File: src/rtl/uart_tx.sv
// Byte-wide UART transmitter. It accepts a byte through a valid/ready
// handshake and sends it as an 8N1-style frame: start bit, 8 data bits LSB
// first, an optional parity bit, then one or two stop bits.
//
// state  | meaning
// -------+-------------------------------------------------------------
// IDLE   | line high, ready for a byte; first IDLE cycle flags tx_done
// START  | driving the start bit (low)
// DATA   | shifting out data bits 0..7, LSB first
// PARITY | driving the parity bit (only when PARITY_EN = 1)
// STOP   | driving STOP_BITS stop bits (high)
module uart_tx #(
  parameter int CLKS_PER_BIT = 868,
  parameter int PARITY_EN    = 0,
  parameter int PARITY_ODD   = 0,
  parameter int STOP_BITS    = 1
) (
  input  logic       clk,
  input  logic       rst,
  input  logic [7:0] tx_data,
  input  logic       tx_valid,
  output logic       tx_ready,
  output logic       tx,
  output logic       busy,
  output logic       tx_done
);

  typedef enum logic [2:0] {
    IDLE   = 3'd0,
    START  = 3'd1,
    DATA   = 3'd2,
    PARITY = 3'd3,
    STOP   = 3'd4
  } state_t;

  localparam int             CW        = (CLKS_PER_BIT > 1) ? $clog2(CLKS_PER_BIT) : 1;
  localparam logic [CW-1:0]  CNT_LOAD  = CW'(CLKS_PER_BIT - 1);
  localparam logic [2:0]     STOP_LAST = 3'(STOP_BITS - 1);
  localparam logic           PAR_INV   = (PARITY_ODD != 0);
  localparam logic           PAR_ON    = (PARITY_EN != 0);

  state_t          state_q, state_d;
  logic [CW-1:0]   cnt_q, cnt_d;
  logic [2:0]      idx_q, idx_d;
  logic [7:0]      shift_q, shift_d;
  logic            tx_q, tx_d;
  logic            done_q, done_d;

  // The bit counter counts down; zero marks the last cycle of the current bit.
  logic bit_end;
  assign bit_end = (cnt_q == '0);

  // State register with asynchronous reset to IDLE.
  always_ff @(posedge clk or posedge rst) begin
    if (rst) begin
      state_q <= IDLE;
    end else begin
      state_q <= state_d;
    end
  end

  // Next-state logic: advance only at bit boundaries.
  always_comb begin
    state_d = state_q;
    case (state_q)
      IDLE:   if (tx_valid) state_d = START;
      START:  if (bit_end) state_d = DATA;
      DATA:   if (bit_end && idx_q == 3'd7) state_d = PAR_ON ? PARITY : STOP;
      PARITY: if (bit_end) state_d = STOP;
      STOP:   if (bit_end && idx_q == STOP_LAST) state_d = IDLE;
      default: state_d = IDLE;
    endcase
  end

  // Datapath next values. The shift register rotates instead of shifting so
  // that after the eighth data bit it holds the original byte again, which
  // lets the parity bit be computed from it directly.
  always_comb begin
    cnt_d   = cnt_q;
    idx_d   = idx_q;
    shift_d = shift_q;
    tx_d    = tx_q;
    done_d  = 1'b0;
    case (state_q)
      IDLE: begin
        tx_d = 1'b1;
        if (tx_valid) begin
          shift_d = tx_data;
          cnt_d   = CNT_LOAD;
          idx_d   = 3'd0;
          tx_d    = 1'b0;
        end
      end
      START: begin
        if (bit_end) begin
          cnt_d   = CNT_LOAD;
          idx_d   = 3'd0;
          tx_d    = shift_q[0];
          shift_d = {shift_q[0], shift_q[7:1]};
        end else begin
          cnt_d = cnt_q - 1'b1;
        end
      end
      DATA: begin
        if (bit_end) begin
          cnt_d = CNT_LOAD;
          if (idx_q == 3'd7) begin
            idx_d = 3'd0;
            tx_d  = PAR_ON ? ((^shift_q) ^ PAR_INV) : 1'b1;
          end else begin
            idx_d   = idx_q + 3'd1;
            tx_d    = shift_q[0];
            shift_d = {shift_q[0], shift_q[7:1]};
          end
        end else begin
          cnt_d = cnt_q - 1'b1;
        end
      end
      PARITY: begin
        if (bit_end) begin
          cnt_d = CNT_LOAD;
          idx_d = 3'd0;
          tx_d  = 1'b1;
        end else begin
          cnt_d = cnt_q - 1'b1;
        end
      end
      STOP: begin
        tx_d = 1'b1;
        if (bit_end) begin
          if (idx_q == STOP_LAST) begin
            idx_d  = 3'd0;
            done_d = 1'b1;
          end else begin
            idx_d = idx_q + 3'd1;
            cnt_d = CNT_LOAD;
          end
        end else begin
          cnt_d = cnt_q - 1'b1;
        end
      end
      default: begin
        tx_d = 1'b1;
      end
    endcase
  end

  // Datapath registers; tx and tx_done come straight from flops.
  always_ff @(posedge clk or posedge rst) begin
    if (rst) begin
      cnt_q   <= '0;
      idx_q   <= 3'd0;
      shift_q <= 8'd0;
      tx_q    <= 1'b1;
      done_q  <= 1'b0;
    end else begin
      cnt_q   <= cnt_d;
      idx_q   <= idx_d;
      shift_q <= shift_d;
      tx_q    <= tx_d;
      done_q  <= done_d;
    end
  end

  // Handshake status decoded from the state.
  always_comb begin
    tx_ready = (state_q == IDLE);
    busy     = (state_q != IDLE);
  end

  assign tx      = tx_q;
  assign tx_done = done_q;

endmodule

File: config.mk
export PLATFORM = sky130hd
export DESIGN_NAME = uart_tx
export DESIGN_NICKNAME = d
export VERILOG_FILES = /design/src/rtl/uart_tx.sv
export SDC_FILE = /design/constraint.sdc
export NUM_CORES = 1
export LEC_CHECK = 0
export ABC_CLOCK_PERIOD_IN_PS = 3000
export CAP_MARGIN = 20
export CORE_MARGIN = 5
export CORE_UTILIZATION = 35
export DETAILED_ROUTE_END_ITERATION = 6
export RECOVER_POWER = 100
export SLEW_MARGIN = 30
export SYNTH_ARGS = -nofsm -noshare
export SYNTH_HDL_FRONTEND = slang
export SYNTH_SLANG_ARGS = --single-unit
File: constraint.sdc
create_clock -name clk -period 3 [get_ports clk]
set_input_delay 0.75 -clock clk [delete_from_list [all_inputs] [get_ports clk]]
set_output_delay 0.75 -clock clk [all_outputs]
set_load 0.1 [all_outputs]
Word level (Yosys, flattened, before mapping). Index checks and enable logic that the tools add are counted.

Bits of input ports: 11. Register bits after elaboration: 26.

Equal/unequal tests: 15. Reduce and logical (&&, ||, !) cells: 16. $add $sub $neg: 2. Mux-type cells: 32.

Operator list (number): 2-to-1 mux 10 bit (4); 2-to-1 mux 3 bit (11); 2-to-1 mux 8 bit (4); one-hot mux 10 bit (3 select lines) (1); one-hot mux 8 bit (3 select lines) (1); != test 2 bit, second input constant (8); one-hot mux 3 bit (5 select lines) (1); AND reduction 5 bit (3); one-hot mux 3 bit (4 select lines) (1); zero test 10 bit (1); subtractor 10 x 1 -> 10 bit, second input constant (1); nonzero test 3 bit (3); 2-to-1 mux 1 bit (8); == test 3 x 2 -> 1 bit, second input constant (2); == test 3 bit, second input constant (2); zero test 3 bit (2); AND reduction 3 bit (2); one-hot mux 1 bit (4 select lines) (1); nonzero test 4 bit (1); adder 3 x 1 -> 3 bit, second input constant (1); == test 3 x 1 -> 1 bit, second input constant (1); != test 3 bit, second input constant (1); OR reduction 3 bit (1); logical AND 1 bit (2); 2 further kinds (2).

Longest topological paths before layout. Gate-level depths: netlist of the first run.

Depth after elaboration: 4. Gate-level depth with buffers: 7. Depth with buffers taken out: 6.

Worst setup path before layout of the first run. OpenSTA, ideal clock, no wires.

Kind: reg2reg. From: reg state_q[0]. To: reg idx_q[2]. Slack: -0.051 ns. Period minus slack after synthesis: 3.051 ns. Required time: 2.875 ns. Arrival: 2.926 ns. Stages on the path, launching flop included: 6. Path through: dfrtp_1 or3_1 clkbuf_1 inv_1 o2bb2a_4 mux2_4.

RTL lines: from (decl) (line 42) `state_t state_q, state_d;`; from (signal assigned) (line 58) `state_q <= state_d;`; zero test 3 bit *; net tx_ready (line 22) `output logic tx_ready,`; nonzero test 4 bit (no source line) / != test 2 bit (equally long branches); AND reduction 5 bit (no source line); to (signal assigned) (line 158) `idx_q <= idx_d;`; to (decl) (line 44) `logic [2:0] idx_q, idx_d;`.

The timed path passes the listed nets; every way through them passes the cells marked *. A chain may end at the register's enable or synchronous reset.

Worst setup path in the final report of the first run.
From: reg state_q[0]. To: out tx_ready.

Word-level cells in the longest chain between the ends: 1.

RTL lines: zero test 3 bit (line 167) `tx_ready = (state_q == IDLE);`; to (decl) (line 22).

No other way between the ends.

==> results.cfg, run 1 <==
[worst_setup_path]
crit_path_start_kind = register
cp_max_fo = 13
required_ps = 2250
arrival_ps = 1880
crit_chain = or3_1 > inv_1 > clkbuf_2
worstSetupPathType = register to output port
cpPeakStageDelay_ps = 520
cp_slowest_cell = dfrtp_1
worstSetupEndpointType = output port
r2r_setup_slack_ps = 410

[clock_tree]
cts_tree = built
clk_pin_slew_ps = 90
cts_hold_buf = 0
cts_resized = 0
cts_buffers = 3
clock_tree.buffer_depth = 2
cts_setup_buffers = 0
worst_skew_pair.late_latency_ps = 270
htreeDepth = 1
cts_sinks = 26
cts-root-buf = clkbuf_8

[timing]
slew_headroom = 0.07134
worst_pin_slew_ps = 1393
setup_violations = 0
fin_crit_ps = 2635
slew_viol_final = 0
skew_ps = 4.156
hold_viol_final = 0
setup_slack_ps = 365.4
fmax_ghz = 0.3796
rsz0062_at_grt = no
finalSetupTns_ps = 0
fin_crit_sh = 0.8782

[yosys]
netlist.area_leader.share = 0.4181
seq_area_frac_synth = 0.4356
synthDistinctLibCells = 43
ys.warnings.count = 0
async_flop_share = 1.000
syn_inst = 145
ys.flop_type = dfrtp_1
netlist_area_um2 = 1496
ys_ff_latch = 26
synth_area_per_cell_um2 = 10.32
synth-edff-count = 0
synth-simple-area-share = 0.1664
yosys-top-cells-area = dfrtp_1 (42%), mux2_2 (12%), o31ai_1 (4.0%), ha_1 (3.3%), nor2_1 (3.3%)
synth_nets = 160
yosys.area.top_type = dfrtp_1
synth_top_family_by_area = compound AO/OA/AOI/OAI gates
synth.area.mux_share = 0.1438
synthAdderAreaFrac = 0.03344
synth_compound_area_frac = 0.1664
synth_xor_area_frac = 0.005853

[route]
wl_um = 2985
route.antenna.remaining_nets = 0
vias_per_cell = 5.423
drc = 0
wl_per_cell_um = 14.35
first_pass_iters = 4
drt_iter0_drc = 44
num_vias = 1128

[global_routing]
antenna_found_initial = 0
grt_pass1_wl_um = 5133
grt-ovfl-total = 0
grt_max_degree = 27
grt_pass1_vias = 1135
grtUsageTotal = 0.1171

[finish]
drive_gt1_frac = 0.1835
area_growth_pct = 14.05
nNetsFinal = 174
final_cells = 208
diodes = 0

[placed_design]
gp_congestion = 0.7636
port_buffers = 14
hpwl_um = 2177
preCtsSetupSlack_ps = 504.9
dpl.cell_count = 204

[floorplanning]
fp.dieArea_um2 = 5683
io_pins = 15
dieWidth_um = 75.39
num_rows = 23
die_y_um = 75.39
core-area_um2 = 4086
initial_core_util = 0.3662

[pwr]
power_density_nw_per_um2 = 733.4
power_mw = 1.252
leakage_nw = 0.7143
irDropWorstVdd_mv = 0.3595

[worst_hold_path]
min_path_type = register to register

[status]
outcome = complete, no violations

[flow_run]
maxCapViolCount = 0
worst max-delay path: cells and delay by family (launching register included):
kind                   cells  cell delay, ps
buffers and inverters      2             580
flip-flops                 1             520
AND/OR/NAND/NOR            1             500
cell type report:
| type | count | area, um2 |
|---|---|---|
| Timing Repair Buffer | 18 | 140.1 |
| Sequential cell | 26 | 651.9 |
| Multi-Input combinational cell | 102 | 750.7 |
| Inverter | 8 | 30.03 |
| Clock buffer | 3 | 41.29 |
| Fill cell | 427 | 2380 |
| Tap cell | 50 | 62.56 |
| Clock inverter | 1 | 30.03 |
registers in the layout, summed over array words and instances, names as in the netlist:
| signal | count |
|---|---|
| shift_q | 8 |
| tx | 1 |
| state_q | 3 |
| cnt_q | 10 |
| idx_q | 3 |
| tx_done | 1 |
metal layers:
metal / vias up / track usage / part of all wire
met3: 5 / 0.03166 / 0.044
met4: 0 / 0.03495 / 0.012
li1: 561 / - / -
met5: - / 0 / 0
met2: 17 / 0.1908 / 0.44
met1: 545 / 0.1521 / 0.50
layout by cell type (no fill, tap or decap), types with 2 or more instances in the layout:
master,instances
buf_4,2
clkdlybuf4s50_1,9
or3_1,4
clkbuf_8,3
nand2_1,5
nor2_1,13
or4_1,3
nor4_1,3
mux2i_1,2
o31ai_1,8
a22oi_1,2
ha_1,4
clkbuf_2,2
nor3_1,4
inv_1,8
dfrtp_1,25
nand2b_1,2
mux2_2,16
nand3_1,3
o21ai_0,6
clkbuf_1,4
o311ai_0,2
a21oi_1,3
nand3b_1,2
through the flow:
| stage | instance area, um2 | util | hold WS [ps] |
|---|---|---|---|
| 2_1_floorplan | 1498 | - | 443.9 |
| 3_3_place_gp | 1689 | 0.4134 | 472.4 |
| 3_5_place_dp | 1689 | 0.4134 | 471.0 |
| 4_1_cts | 1760 | 0.4308 | 493.7 |
| 5_1_grt | 1707 | 0.4176 | 530.4 |
| 6_report | 1707 | 0.4176 | 486.0 |
power breakdown:
group | leakage, nW | switching, mW | internal (mW)
Clock | 0.0357 | 0.110 | 0.179
Combinational | 0.363 | 0.205 | 0.188
Sequential | 0.315 | 0.0998 | 0.471
Total | 0.714 | 0.415 | 0.837
kinds of logic after synthesis:
logic type,Yosys count
AO/OA/AOI/OAI,32
XOR/XNOR,1
adder cells (fa/ha/maj),4
buffers and inverters,17
flip-flops,26
multiplexers,19
AND/OR/NAND/NOR,46
worst paths after layout:
path / from / depth (start not counted) / endpoint
hold reg to reg: cnt_q[9] / 1 / cnt_q[9]
hold / removal: cnt_q[9] / 1 / cnt_q[9]
setup / recovery: state_q[0] / 3 / tx_ready
max in group asynchronous: rst / 3 / cnt_q[9]
setup reg to reg: cnt_q[0] / 6 / shift_q[6]
min in group asynchronous: rst / 3 / cnt_q[1]
synthesized netlist by cell type, types with 2 or more instances:
library cell and instances:
inv_1 8, a22oi_1 2, o31ai_1 8, mux2i_1 2, or3_1 4, or2_2 2
a21oi_1 3, nand2_1 5, nor4_1 3, mux2_2 16, nand2b_1 2, nor2_1 13
or4_1 3, nand3_1 3, o21ai_0 6, nor3_1 4, ha_1 4, dfrtp_1 25
clkbuf_1 7, nand3b_1 2
(Power assumes the default switching activity.)
==> run 2, diff against run 1 <==
--- a/config.mk
+++ b/config.mk
@@ -10,6 +10,7 @@
 export CORE_MARGIN = 5
 export CORE_UTILIZATION = 35
 export DETAILED_ROUTE_END_ITERATION = 6
+export HOLD_SLACK_MARGIN = 0.08
 export RECOVER_POWER = 100
 export SLEW_MARGIN = 30
 export SYNTH_ARGS = -nofsm -noshare
==> results of run 2 <==
Final layout, timing and power as in run 1 (identical DEF).
